File: src/rtl/axi_wr_slave_fsm_if.sv
// AXI4 write-channel (AW/W/B) signal bundle for slave port s0.
// The slave modport is the responder side; master is the initiator side.
interface axi_wr_slave_fsm_if #(
  parameter int ID_W   = 4,
  parameter int ADDR_W = 32
);
  logic [ID_W-1:0]   axs_s0_awid;
  logic [ADDR_W-1:0] axs_s0_awaddr;
  logic [7:0]        axs_s0_awlen;
  logic [2:0]        axs_s0_awsize;
  logic [1:0]        axs_s0_awburst;
  logic              axs_s0_awvalid;
  logic              axs_s0_awready;
  logic              axs_s0_wlast;
  logic              axs_s0_wvalid;
  logic              axs_s0_wready;
  logic [ID_W-1:0]   axs_s0_bid;
  logic [1:0]        axs_s0_bresp;
  logic              axs_s0_bvalid;
  logic              axs_s0_bready;

  modport slave (
    input  axs_s0_awid, axs_s0_awaddr, axs_s0_awlen, axs_s0_awsize, axs_s0_awburst,
    input  axs_s0_awvalid, axs_s0_wlast, axs_s0_wvalid, axs_s0_bready,
    output axs_s0_awready, axs_s0_wready, axs_s0_bid, axs_s0_bresp, axs_s0_bvalid
  );

  modport master (
    output axs_s0_awid, axs_s0_awaddr, axs_s0_awlen, axs_s0_awsize, axs_s0_awburst,
    output axs_s0_awvalid, axs_s0_wlast, axs_s0_wvalid, axs_s0_bready,
    input  axs_s0_awready, axs_s0_wready, axs_s0_bid, axs_s0_bresp, axs_s0_bvalid
  );
endinterface

File: src/rtl/axi_wr_slave_fsm.sv
// AXI4 write responder for slave port s0: accepts one AW, counts W beats into the
// input FIFO by awlen, then returns a single B response (SLVERR on any wlast mismatch).
module axi_wr_slave_fsm #(
  parameter int ID_W   = 4,
  parameter int ADDR_W = 32
) (
  input  logic              clk,
  input  logic              reset,
  axi_wr_slave_fsm_if.slave s0,
  input  logic              in_fifo_full,
  output logic              in_fifo_push,
  output logic              in_fifo_push_last,
  output logic [ADDR_W-1:0] wr_addr
);

  typedef enum logic [3:0] {
    INIT     = 4'h1,
    AW_READY = 4'h2,
    W_DATA   = 4'h4,
    B_RESP   = 4'h8
  } state_e;

  state_e            state_q, state_d;
  logic [ID_W-1:0]   awid_q, awid_d;
  logic [ADDR_W-1:0] awaddr_q, awaddr_d;
  logic [2:0]        awsize_q, awsize_d;
  logic [1:0]        awburst_q, awburst_d;
  logic [7:0]        beat_cnt_q, beat_cnt_d;
  logic              err_q, err_d;

  logic              last_beat;
  logic              beat_accept;

  // Size and burst type are captured for downstream use but do not steer this FSM.
  logic              unused_aw_attrs;
  assign unused_aw_attrs = ^{awsize_q, awburst_q};

  assign last_beat   = (beat_cnt_q == 8'd0);
  assign beat_accept = s0.axs_s0_wvalid & ~in_fifo_full;
  assign wr_addr     = awaddr_q;

  // NOTE: every output and _d signal gets a default before the case, so no path
  // through this block leaves a variable unassigned and no latch is inferred.
  always_comb begin
    state_d           = state_q;
    awid_d            = awid_q;
    awaddr_d          = awaddr_q;
    awsize_d          = awsize_q;
    awburst_d         = awburst_q;
    beat_cnt_d        = beat_cnt_q;
    err_d             = err_q;
    s0.axs_s0_awready = 1'b0;
    s0.axs_s0_wready  = 1'b0;
    s0.axs_s0_bvalid  = 1'b0;
    s0.axs_s0_bid     = '0;
    s0.axs_s0_bresp   = 2'b00;
    in_fifo_push      = 1'b0;
    in_fifo_push_last = 1'b0;

    case (state_q)
      INIT: begin
        awid_d     = '0;
        awaddr_d   = '0;
        awsize_d   = '0;
        awburst_d  = '0;
        beat_cnt_d = '0;
        err_d      = 1'b0;
        state_d    = AW_READY;
      end

      AW_READY: begin
        s0.axs_s0_awready = 1'b1;
        if (s0.axs_s0_awvalid) begin
          awid_d     = s0.axs_s0_awid;
          awaddr_d   = s0.axs_s0_awaddr;
          awsize_d   = s0.axs_s0_awsize;
          awburst_d  = s0.axs_s0_awburst;
          beat_cnt_d = s0.axs_s0_awlen;
          err_d      = 1'b0;
          state_d    = W_DATA;
        end
      end

      W_DATA: begin
        s0.axs_s0_wready = ~in_fifo_full;
        if (beat_accept) begin
          in_fifo_push      = 1'b1;
          in_fifo_push_last = last_beat;
          // The beat count decides where the burst ends; wlast only flags an error.
          if (s0.axs_s0_wlast != last_beat) err_d = 1'b1;
          if (last_beat) state_d = B_RESP;
          else           beat_cnt_d = beat_cnt_q - 8'd1;
        end
      end

      B_RESP: begin
        s0.axs_s0_bvalid = 1'b1;
        s0.axs_s0_bid    = awid_q;
        s0.axs_s0_bresp  = err_q ? 2'b10 : 2'b00;
        if (s0.axs_s0_bready) state_d = AW_READY;
      end

      default: state_d = INIT;
    endcase
  end

  // NOTE: sequential state uses non-blocking assignments so every flop samples
  // the pre-edge values regardless of statement order.
  always_ff @(posedge clk) begin
    if (reset) begin
      state_q    <= INIT;
      awid_q     <= '0;
      awaddr_q   <= '0;
      awsize_q   <= '0;
      awburst_q  <= '0;
      beat_cnt_q <= '0;
      err_q      <= 1'b0;
    end else begin
      state_q    <= state_d;
      awid_q     <= awid_d;
      awaddr_q   <= awaddr_d;
      awsize_q   <= awsize_d;
      awburst_q  <= awburst_d;
      beat_cnt_q <= beat_cnt_d;
      err_q      <= err_d;
    end
  end

endmodule

File: src/flat_wrapper.sv
// flat-port wrapper written by rule: the top's interface ports become plain ports
module axi_wr_slave_fsm_flat 
#(
  parameter int ID_W   = 4,
  parameter int ADDR_W = 32
)
  (clk, reset, in_fifo_full, in_fifo_push, in_fifo_push_last, wr_addr, s0_axs_s0_awid, s0_axs_s0_awaddr, s0_axs_s0_awlen, s0_axs_s0_awsize, s0_axs_s0_awburst, s0_axs_s0_awvalid, s0_axs_s0_wlast, s0_axs_s0_wvalid, s0_axs_s0_bready, s0_axs_s0_awready, s0_axs_s0_wready, s0_axs_s0_bid, s0_axs_s0_bresp, s0_axs_s0_bvalid);
  axi_wr_slave_fsm_if #(.ID_W(ID_W), .ADDR_W(ADDR_W)) s0_i ();
  input  logic clk;
  input  logic reset;
  input  logic in_fifo_full;
  output logic in_fifo_push;
  output logic in_fifo_push_last;
  output logic [ADDR_W-1:0] wr_addr;
  input wire logic [$bits(s0_i.axs_s0_awid)-1:0] s0_axs_s0_awid;
  input wire logic [$bits(s0_i.axs_s0_awaddr)-1:0] s0_axs_s0_awaddr;
  input wire logic [$bits(s0_i.axs_s0_awlen)-1:0] s0_axs_s0_awlen;
  input wire logic [$bits(s0_i.axs_s0_awsize)-1:0] s0_axs_s0_awsize;
  input wire logic [$bits(s0_i.axs_s0_awburst)-1:0] s0_axs_s0_awburst;
  input wire logic [$bits(s0_i.axs_s0_awvalid)-1:0] s0_axs_s0_awvalid;
  input wire logic [$bits(s0_i.axs_s0_wlast)-1:0] s0_axs_s0_wlast;
  input wire logic [$bits(s0_i.axs_s0_wvalid)-1:0] s0_axs_s0_wvalid;
  input wire logic [$bits(s0_i.axs_s0_bready)-1:0] s0_axs_s0_bready;
  output wire logic [$bits(s0_i.axs_s0_awready)-1:0] s0_axs_s0_awready;
  output wire logic [$bits(s0_i.axs_s0_wready)-1:0] s0_axs_s0_wready;
  output wire logic [$bits(s0_i.axs_s0_bid)-1:0] s0_axs_s0_bid;
  output wire logic [$bits(s0_i.axs_s0_bresp)-1:0] s0_axs_s0_bresp;
  output wire logic [$bits(s0_i.axs_s0_bvalid)-1:0] s0_axs_s0_bvalid;
  assign s0_i.axs_s0_awid = s0_axs_s0_awid;
  assign s0_i.axs_s0_awaddr = s0_axs_s0_awaddr;
  assign s0_i.axs_s0_awlen = s0_axs_s0_awlen;
  assign s0_i.axs_s0_awsize = s0_axs_s0_awsize;
  assign s0_i.axs_s0_awburst = s0_axs_s0_awburst;
  assign s0_i.axs_s0_awvalid = s0_axs_s0_awvalid;
  assign s0_i.axs_s0_wlast = s0_axs_s0_wlast;
  assign s0_i.axs_s0_wvalid = s0_axs_s0_wvalid;
  assign s0_i.axs_s0_bready = s0_axs_s0_bready;
  assign s0_axs_s0_awready = s0_i.axs_s0_awready;
  assign s0_axs_s0_wready = s0_i.axs_s0_wready;
  assign s0_axs_s0_bid = s0_i.axs_s0_bid;
  assign s0_axs_s0_bresp = s0_i.axs_s0_bresp;
  assign s0_axs_s0_bvalid = s0_i.axs_s0_bvalid;
  axi_wr_slave_fsm #(.ID_W(ID_W), .ADDR_W(ADDR_W)) u_core (.clk(clk), .reset(reset), .s0(s0_i), .in_fifo_full(in_fifo_full), .in_fifo_push(in_fifo_push), .in_fifo_push_last(in_fifo_push_last), .wr_addr(wr_addr));
endmodule
File: config.mk
export PLATFORM = sky130hd
export DESIGN_NAME = axi_wr_slave_fsm_flat
export DESIGN_NICKNAME = d
export VERILOG_FILES = /design/src/rtl/axi_wr_slave_fsm_if.sv /design/src/rtl/axi_wr_slave_fsm.sv /design/src/flat_wrapper.sv
export SDC_FILE = /design/constraint.sdc
export NUM_CORES = 1
export LEC_CHECK = 0
export ABC_AREA = 1
export CAP_MARGIN = 20
export CORE_ASPECT_RATIO = 2
export CORE_MARGIN = 2
export CORE_UTILIZATION = 25
export DETAILED_ROUTE_END_ITERATION = 10
export DONT_BUFFER_PORTS = 1
export PLACE_DENSITY = 0.42
export SLEW_MARGIN = 20
export SYNTH_ARGS = -nofsm -noshare
export SYNTH_HDL_FRONTEND = slang
export SYNTH_SLANG_ARGS = --single-unit
File: constraint.sdc
create_clock -name clk -period 3.2 [get_ports clk]
set_input_delay 0.64 -clock clk [delete_from_list [all_inputs] [get_ports clk]]
set_output_delay 0.64 -clock clk [all_outputs]
set_load 0.01 [all_outputs]
==> reports/metrics.yaml, run 1 <==
run_status:
  outcome: "finished clean"
layout:
  fillCellCount: 1007
  util_after_layout: 0.277
  antenna_cells: 0
  area_delta_synth_final_pct: 7.60
  drive_above_1_share: 0.0856
  finish.net_count: 383
drt:
  detail_route.wl_per_cell_um: 15.0
  ant_nets: 0
  drcViolationCount: 0
  num_vias: 2049
  finalWirelength_um: 6430
  drt-vias-per-instance: 4.78
  dr.first_iter.drc_count: 104
  dr.pass1.iters: 7
pwr:
  p_leak_nw: 0.955
  power.density_nw_per_um2: 866
  ir_drop_mv: 0.343
synth:
  yosys-top-cells-area: "dfxtp_1, nand2_1, nand3_1, a21oi_1, nor2_1"
  dominantRegCellSynth: "dfxtp_1"
  synth_area_leader_cell: "dfxtp_1"
  postSynthNetCount: 391
  ys_async_sr_fraction: 0
  post_synth.cell_area_avg_sq_um: 6.90
  synth_edf_count: 0
  post_synth_instance_area_sq_um: 2300
  seq_area_frac_synth: 0.426
  synth_warnings: 0
  synth_top_area_frac: 0.426
  synth.distinct_cells: 24
  dominant_cell_by_count_in_the_synthesized_netlist: "nand2_1"
  synthesis.instances: 334
  yosys_register_bits: 49
  synth.cells.most_frequent: "nand2_1, dfxtp_1, nand3_1, nor2_1, a21oi_1"
placed_design:
  place_congestion: 0.741
  numPortBuffers: 0
  dp_hpwl_um: 4550
setup_path:
  worst_setup_path_start_kind: "flop"
  critPathArrivalTime_ps: 1600
  cp_top_family: "simple AND/OR/NAND/NOR gates"
  critical_path_class: "flop to output pin"
  endpoint_kind: "output pin"
  path_buf_inv: 1
  cp_num_cells: 6
  timing.critical_path.fanout_max: 4
  timing.critical_path.slowest_cell_delay_ps: 330
  cp_cell_sequence: "inv_1, ha_1, nand2_1, nor2_2, nand2_2, nor2_1"
  crit_slowest_cell: "dfxtp_1"
  worst_ep_required_time_ps: 2560
  r2r.worst_path.cells: 7
timing:
  max_slew.worst_pin.slew_ps: 675
  finalMaxSlewViolations: 0
  grt_setup_unrepaired: "no"
  final.setup.tns_ps: 0
  final_number_of_hold_violating_endpoints: 0
  setup_viol: 0
  worst_max_slew_margin_expressed_relative_to_the_limit: 0.549
  fin_crit_ps: 2240
  finClkSkew_ps: 2.99
  achievable_frequency_mhz: 446
  fin_crit_sh: 0.701
global_routing:
  globalRouteTotalUtil: 0.126
  grt_start_max_net_pins: 38
  globalRoute.totalOverflow: 0
  vias_in_the_first_global_route: 1892
  grt_first_pass_wirelength_um: 9740
  number_of_antenna_violations_at_the_first_check_in_global_routing: 0
floorplanning:
  vertical_die_dimension_um: 140
  core-area_sq_um: 8950
  die-area_sq_um: 10000
  die_w_um: 71.9
  row_count: 49
  initial_core_util: 0.257
  top_level_ports: 99
min_path:
  hp-class: "input pin to flop"
  hold_path_depth: 1
clock_tree:
  cts-root-to-sink-buffers: 2
  cts_tree: "yes"
  post-cts-setup-buffer-count: 0
  cts.sink_count: 49
  clk_root_buffer_cell: "clkbuf_16"
  h-tree-depth: 2
  insertion_delay_ps: 290
  cts_hold_repair.buffers: 0
  clk_pin_slew_worst_paths_ps: 70
  cts_made_buffers: 5
  cts_repair_resize_count: 0
job:
  maxcap_viol_count: 0
==> report_power, final <==
group	switching (mW)	leakage, nW	internal (mW)
registers	0.0747	0.397	0.694
logic	0.627	0.487	0.235
clock network	0.228	0.0706	0.288
==> routing by layer <==
metal,vias to the layer above,share of wire,global-route usage
li1,1044,-,-
met1,924,0.35,0.121
met2,69,0.56,0.235
met3,12,0.057,0.0304
met4,0,0.034,0.0665
met5,-,0,0
==> state kept, by name, indices dropped and copies added, names as in the netlist <==
signal / count
u_core.awid_q: 4
u_core.beat_cnt_q: 8
u_core.err_q: 1
u_core.state_q: 4
u_core.wr_addr: 32
==> layout make-up <==
cell class | instances | area, sq um | area share
Sequential cell | 49 | 981 | 0.396
Clock inverter | 2 | 10.0 | 0.00404
Multi-Input combinational cell | 240 | 1110 | 0.446
Inverter | 28 | 110 | 0.0444
Tap cell | 102 | 128 | 0.0515
Timing Repair Buffer | 2 | 15.0 | 0.00606
Clock buffer | 6 | 129 | 0.0520
==> final timing paths <==
| path | startpoint | endpoint | slack [ps] |
|---|---|---|---|
| worst min register to register | u_core.err_q | u_core.err_q | 460 |
| worst min-delay path | reset | u_core.wr_addr[18] | 420 |
| worst max register to register | u_core.state_q[3] | u_core.wr_addr[14] | 1310 |
| worst max-delay path | u_core.beat_cnt_q[0] | in_fifo_push_last | 960 |
==> cells in the final DEF, fill, tap and decap left out <==
cell,Yosys,routed
inv_1,24,24
nor2_1,41,41
xnor2_1,1,1
o21ai_1,1,1
o211ai_1,1,1
nand3_4,1,1
nand2_2,2,2
clkbuf_16,0,5
clkbuf_1,4,1
nand3b_1,1,1
ha_1,1,1
buf_4,8,2
inv_2,3,3
nand3_1,44,44
conb_1,1,1
a21oi_1,37,37
nor2_2,7,7
o21ai_0,10,10
clkinv_2,0,2
nand3_2,4,4
dfxtp_1,49,49
nand2_1,87,87
clkinv_4,1,1
nand2_4,1,1
==> kinds of logic (layout without fill, tap and decap cells) <==
logic type / after synthesis / in the layout / share of synthesized area
other: 1 / 1 / 0.00163
AOI/OAI and AO/OA: 49 / 49 / 0.108
and+or+nand+nor: 188 / 188 / 0.362
buffers and inverters: 45 / 38 / 0.0940
DFF: 49 / 49 / 0.426
xor gates and xnor gates: 1 / 1 / 0.00380
adders and majority gates: 1 / 1 / 0.00543
==> metrics by stage <==
stage | instances | setup slack, ps | cell area (sq um) | power, mW | hold slack, ps
after floorplan | 334 | 1480 | 2300 | 1.53 | 431
after detailed placement | 421 | 1220 | 2340 | 1.67 | 449
after global routing | 429 | 859 | 2480 | 2.33 | 400
final | 429 | 956 | 2480 | 2.15 | 418
after CTS | 429 | 922 | 2480 | 2.20 | 405
after global placement | 421 | 1260 | 2340 | 1.65 | 446
Note: power is estimated with default switching activity, not from simulation.
==> run 2: changes to the inputs <==
==> constraint.sdc (replaced) <==
create_clock -name clk -period 2.3 [get_ports clk]
set_input_delay 0.46 -clock clk [delete_from_list [all_inputs] [get_ports clk]]
set_output_delay 0.46 -clock clk [all_outputs]
set_load 0.01 [all_outputs]
==> reports/metrics.yaml, run 2 (synthesis results as in run 1) <==
run_status:
  outcome: "finished clean"
job:
  maxcap_viol_count: 0  # unchanged
setup_path:
  worst_setup_path_start_kind: "flop"
  timing.critical_path.slowest_cell_delay_ps: 320  # about the same
  cp_cell_sequence: "inv_1, ha_1, nand2_1, nor2_2, nand2_2, nor2_1"
  timing.critical_path.fanout_max: 4  # unchanged
  worst_ep_required_time_ps: 1840  # -720 ps
  crit_slowest_cell: "dfxtp_1"
  critPathArrivalTime_ps: 1580  # -20 ps
  setup.reg_to_reg.worst_slack_ps: 700  # -610 ps
  endpoint_kind: "output pin"
  critical_path_class: "flop to output pin"
clock_tree:
  cts.sink_count: 49  # unchanged
  clk_pin_slew_worst_paths_ps: 70  # about the same
  cts_tree: "yes"
  clk_root_buffer_cell: "clkbuf_16"
  cts_hold_repair.buffers: 0  # unchanged
  cts-root-to-sink-buffers: 2  # unchanged
  h-tree-depth: 2  # unchanged
  insertion_delay_ps: 290  # about the same
  cts_made_buffers: 5  # unchanged
  cts_repair_resize_count: 0  # unchanged
  post-cts-setup-buffer-count: 0  # unchanged
global_routing:
  globalRoute.totalOverflow: 0  # unchanged
  grt_first_pass_wirelength_um: 10000  # +3.1%
  vias_in_the_first_global_route: 1977  # +4.5%
  globalRouteTotalUtil: 0.131  # +0.00515
  grt_start_max_net_pins: 38  # unchanged
  number_of_antenna_violations_at_the_first_check_in_global_routing: 0  # unchanged
layout:
  fillCellCount: 1027  # +2.0%
  design_area_sq_um: 2500  # +0.86%
  area_taken_by_multi_input_logic_gates_sq_um: 1110  # unchanged
  util_after_layout: 0.279  # +0.00238
  largest_register_ffs: 32  # unchanged
  regArea_sq_um: 981  # unchanged
  area_delta_synth_final_pct: 8.53
  leading_cell_types_in_the_layout_fill_and_taps_excluded: "nand2_1, dfxtp_1, nand3_1, nor2_1, a21oi_1"
  antenna_cells: 0  # unchanged
  finish.net_count: 384  # +0.26%
  drive_above_1_share: 0.0915  # +0.00584
  most_frequent_standard_cell_in_the_layout_excluding_fill_and_tap_cells: "nand2_1"
drt:
  drt-vias-per-instance: 4.81  # +0.64%
  dr.pass1.iters: 4  # -3
  ant_nets: 0  # unchanged
  highest_layer: "met4"
  detail_route.wl_per_cell_um: 15.1  # +1.0%
  drcViolationCount: 0  # unchanged
  dr.first_iter.drc_count: 87  # -16%
  dr_wl_met2_um: 3650  # +0.97%
  num_vias: 2067  # +0.88%
  wl_met1_um: 2280  # +1.8%
  finalWirelength_um: 6510  # +1.2%
  met3_length_um: 399  # +9.6%
placed_design:
  place_congestion: 0.772  # +4.2%
  pre_cts_slack_ps: 536  # -686 ps
  dp_hpwl_um: 4670  # +2.7%
  numPortBuffers: 0  # unchanged
  placed_cell_area_sq_um: 2350  # +0.32%
timing:
  fin_crit_sh: 0.885
  finalMaxSlewViolations: 0  # unchanged
  max_slew.worst_pin.slew_ps: 653  # -21.7 ps
  setup_slack_ps: 264  # -693 ps
  final_number_of_hold_violating_endpoints: 0  # unchanged
  setup_viol: 0  # unchanged
  worst_max_slew_margin_expressed_relative_to_the_limit: 0.565  # +0.0152
  final.setup.tns_ps: 0  # unchanged
  grt_setup_unrepaired: "no"
  fin_crit_ps: 2040
  achievable_frequency_mhz: 491
  finClkSkew_ps: 5.14  # +2.15 ps
floorplanning:
  row_count: 49  # unchanged
  top_level_ports: 99  # unchanged
  die_w_um: 71.9  # unchanged
  die-area_sq_um: 10000  # unchanged
  core-area_sq_um: 8950  # unchanged
  initial_core_util: 0.257  # unchanged
  vertical_die_dimension_um: 140  # unchanged
pwr:
  p_leak_nw: 0.967  # +1.2%
  ir_drop_mv: 0.849  # +150%
  power.density_nw_per_um2: 1210  # +40%
  power_mw: 3.04  # +41%
min_path:
  hp-class: "input pin to flop"
[run 2: changes by cell type in the layout (fill, tap and decap cells not counted), sizes merged]
| cell | change |
|---|---|
| buf | +1 |
[run 2: layout make-up]
class | count | area share
clock buffers | 6 | 0.0556
clock inverters | 2 | 0.00551
inverters | 28 | 0.0440
multi-input cells | 240 | 0.442
flip-flops and latches | 49 | 0.392
well taps | 102 | 0.0511
repair buffers | 3 | 0.00901
[run 2: stage by stage]
stage | std cells | hold WS (ps)
6_report | 430 | 233
5_1_grt | 430 | 214
4_1_cts | 430 | 221
3_5_place_dp | 422 | 453
3_3_place_gp | 422 | 445
2_1_floorplan | 334 | 431
[run 2: routing by layer]
layer  vias to the layer above  GRT usage
li1                       1047          -
met1                       942      0.124
met2                        69      0.250
met3                         9     0.0326
met4                         0     0.0645
met5                         -          0
[run 2: worst max-delay path: cells and delay by family, from the launching register on]
family | cells | cell delay, ps
flip-flops | 1 | 320
adder cells (fa/ha/maj) | 1 | 250
buffers and inverters | 1 | 90
AND/OR/NAND/NOR | 4 | 640
[run 2: report_power, final]
| group | total, mW | switching (mW) | internal, mW | leakage, nW |
|---|---|---|---|---|
| Clock | 0.767 | 0.333 | 0.434 | 0.0768 |
| Combinational | 1.20 | 0.868 | 0.333 | 0.493 |
| Sequential | 1.07 | 0.105 | 0.965 | 0.397 |
[run 2: path summary, 6_finish.rpt]
kind	from	to	depth (start not counted)
setup / recovery	u_core.beat_cnt_q[0]	in_fifo_push_last	6
hold / removal	reset	u_core.wr_addr[15]	1
setup reg to reg	u_core.state_q[2]	u_core.beat_cnt_q[5]	8
hold reg to reg	u_core.awid_q[1]	u_core.awid_q[1]	2
==> run 3: changes to the inputs <==
--- a/config.mk
+++ b/config.mk
@@ -12,7 +12,9 @@
 export CORE_UTILIZATION = 25
 export DETAILED_ROUTE_END_ITERATION = 10
 export DONT_BUFFER_PORTS = 1
+export HOLD_SLACK_MARGIN = 0.15
 export PLACE_DENSITY = 0.42
+export SKIP_LAST_GASP = 1
 export SLEW_MARGIN = 20
 export SYNTH_ARGS = -nofsm -noshare
 export SYNTH_HDL_FRONTEND = slang
==> results of run 3 <==
Final layout, timing and power as in run 2 (identical DEF).
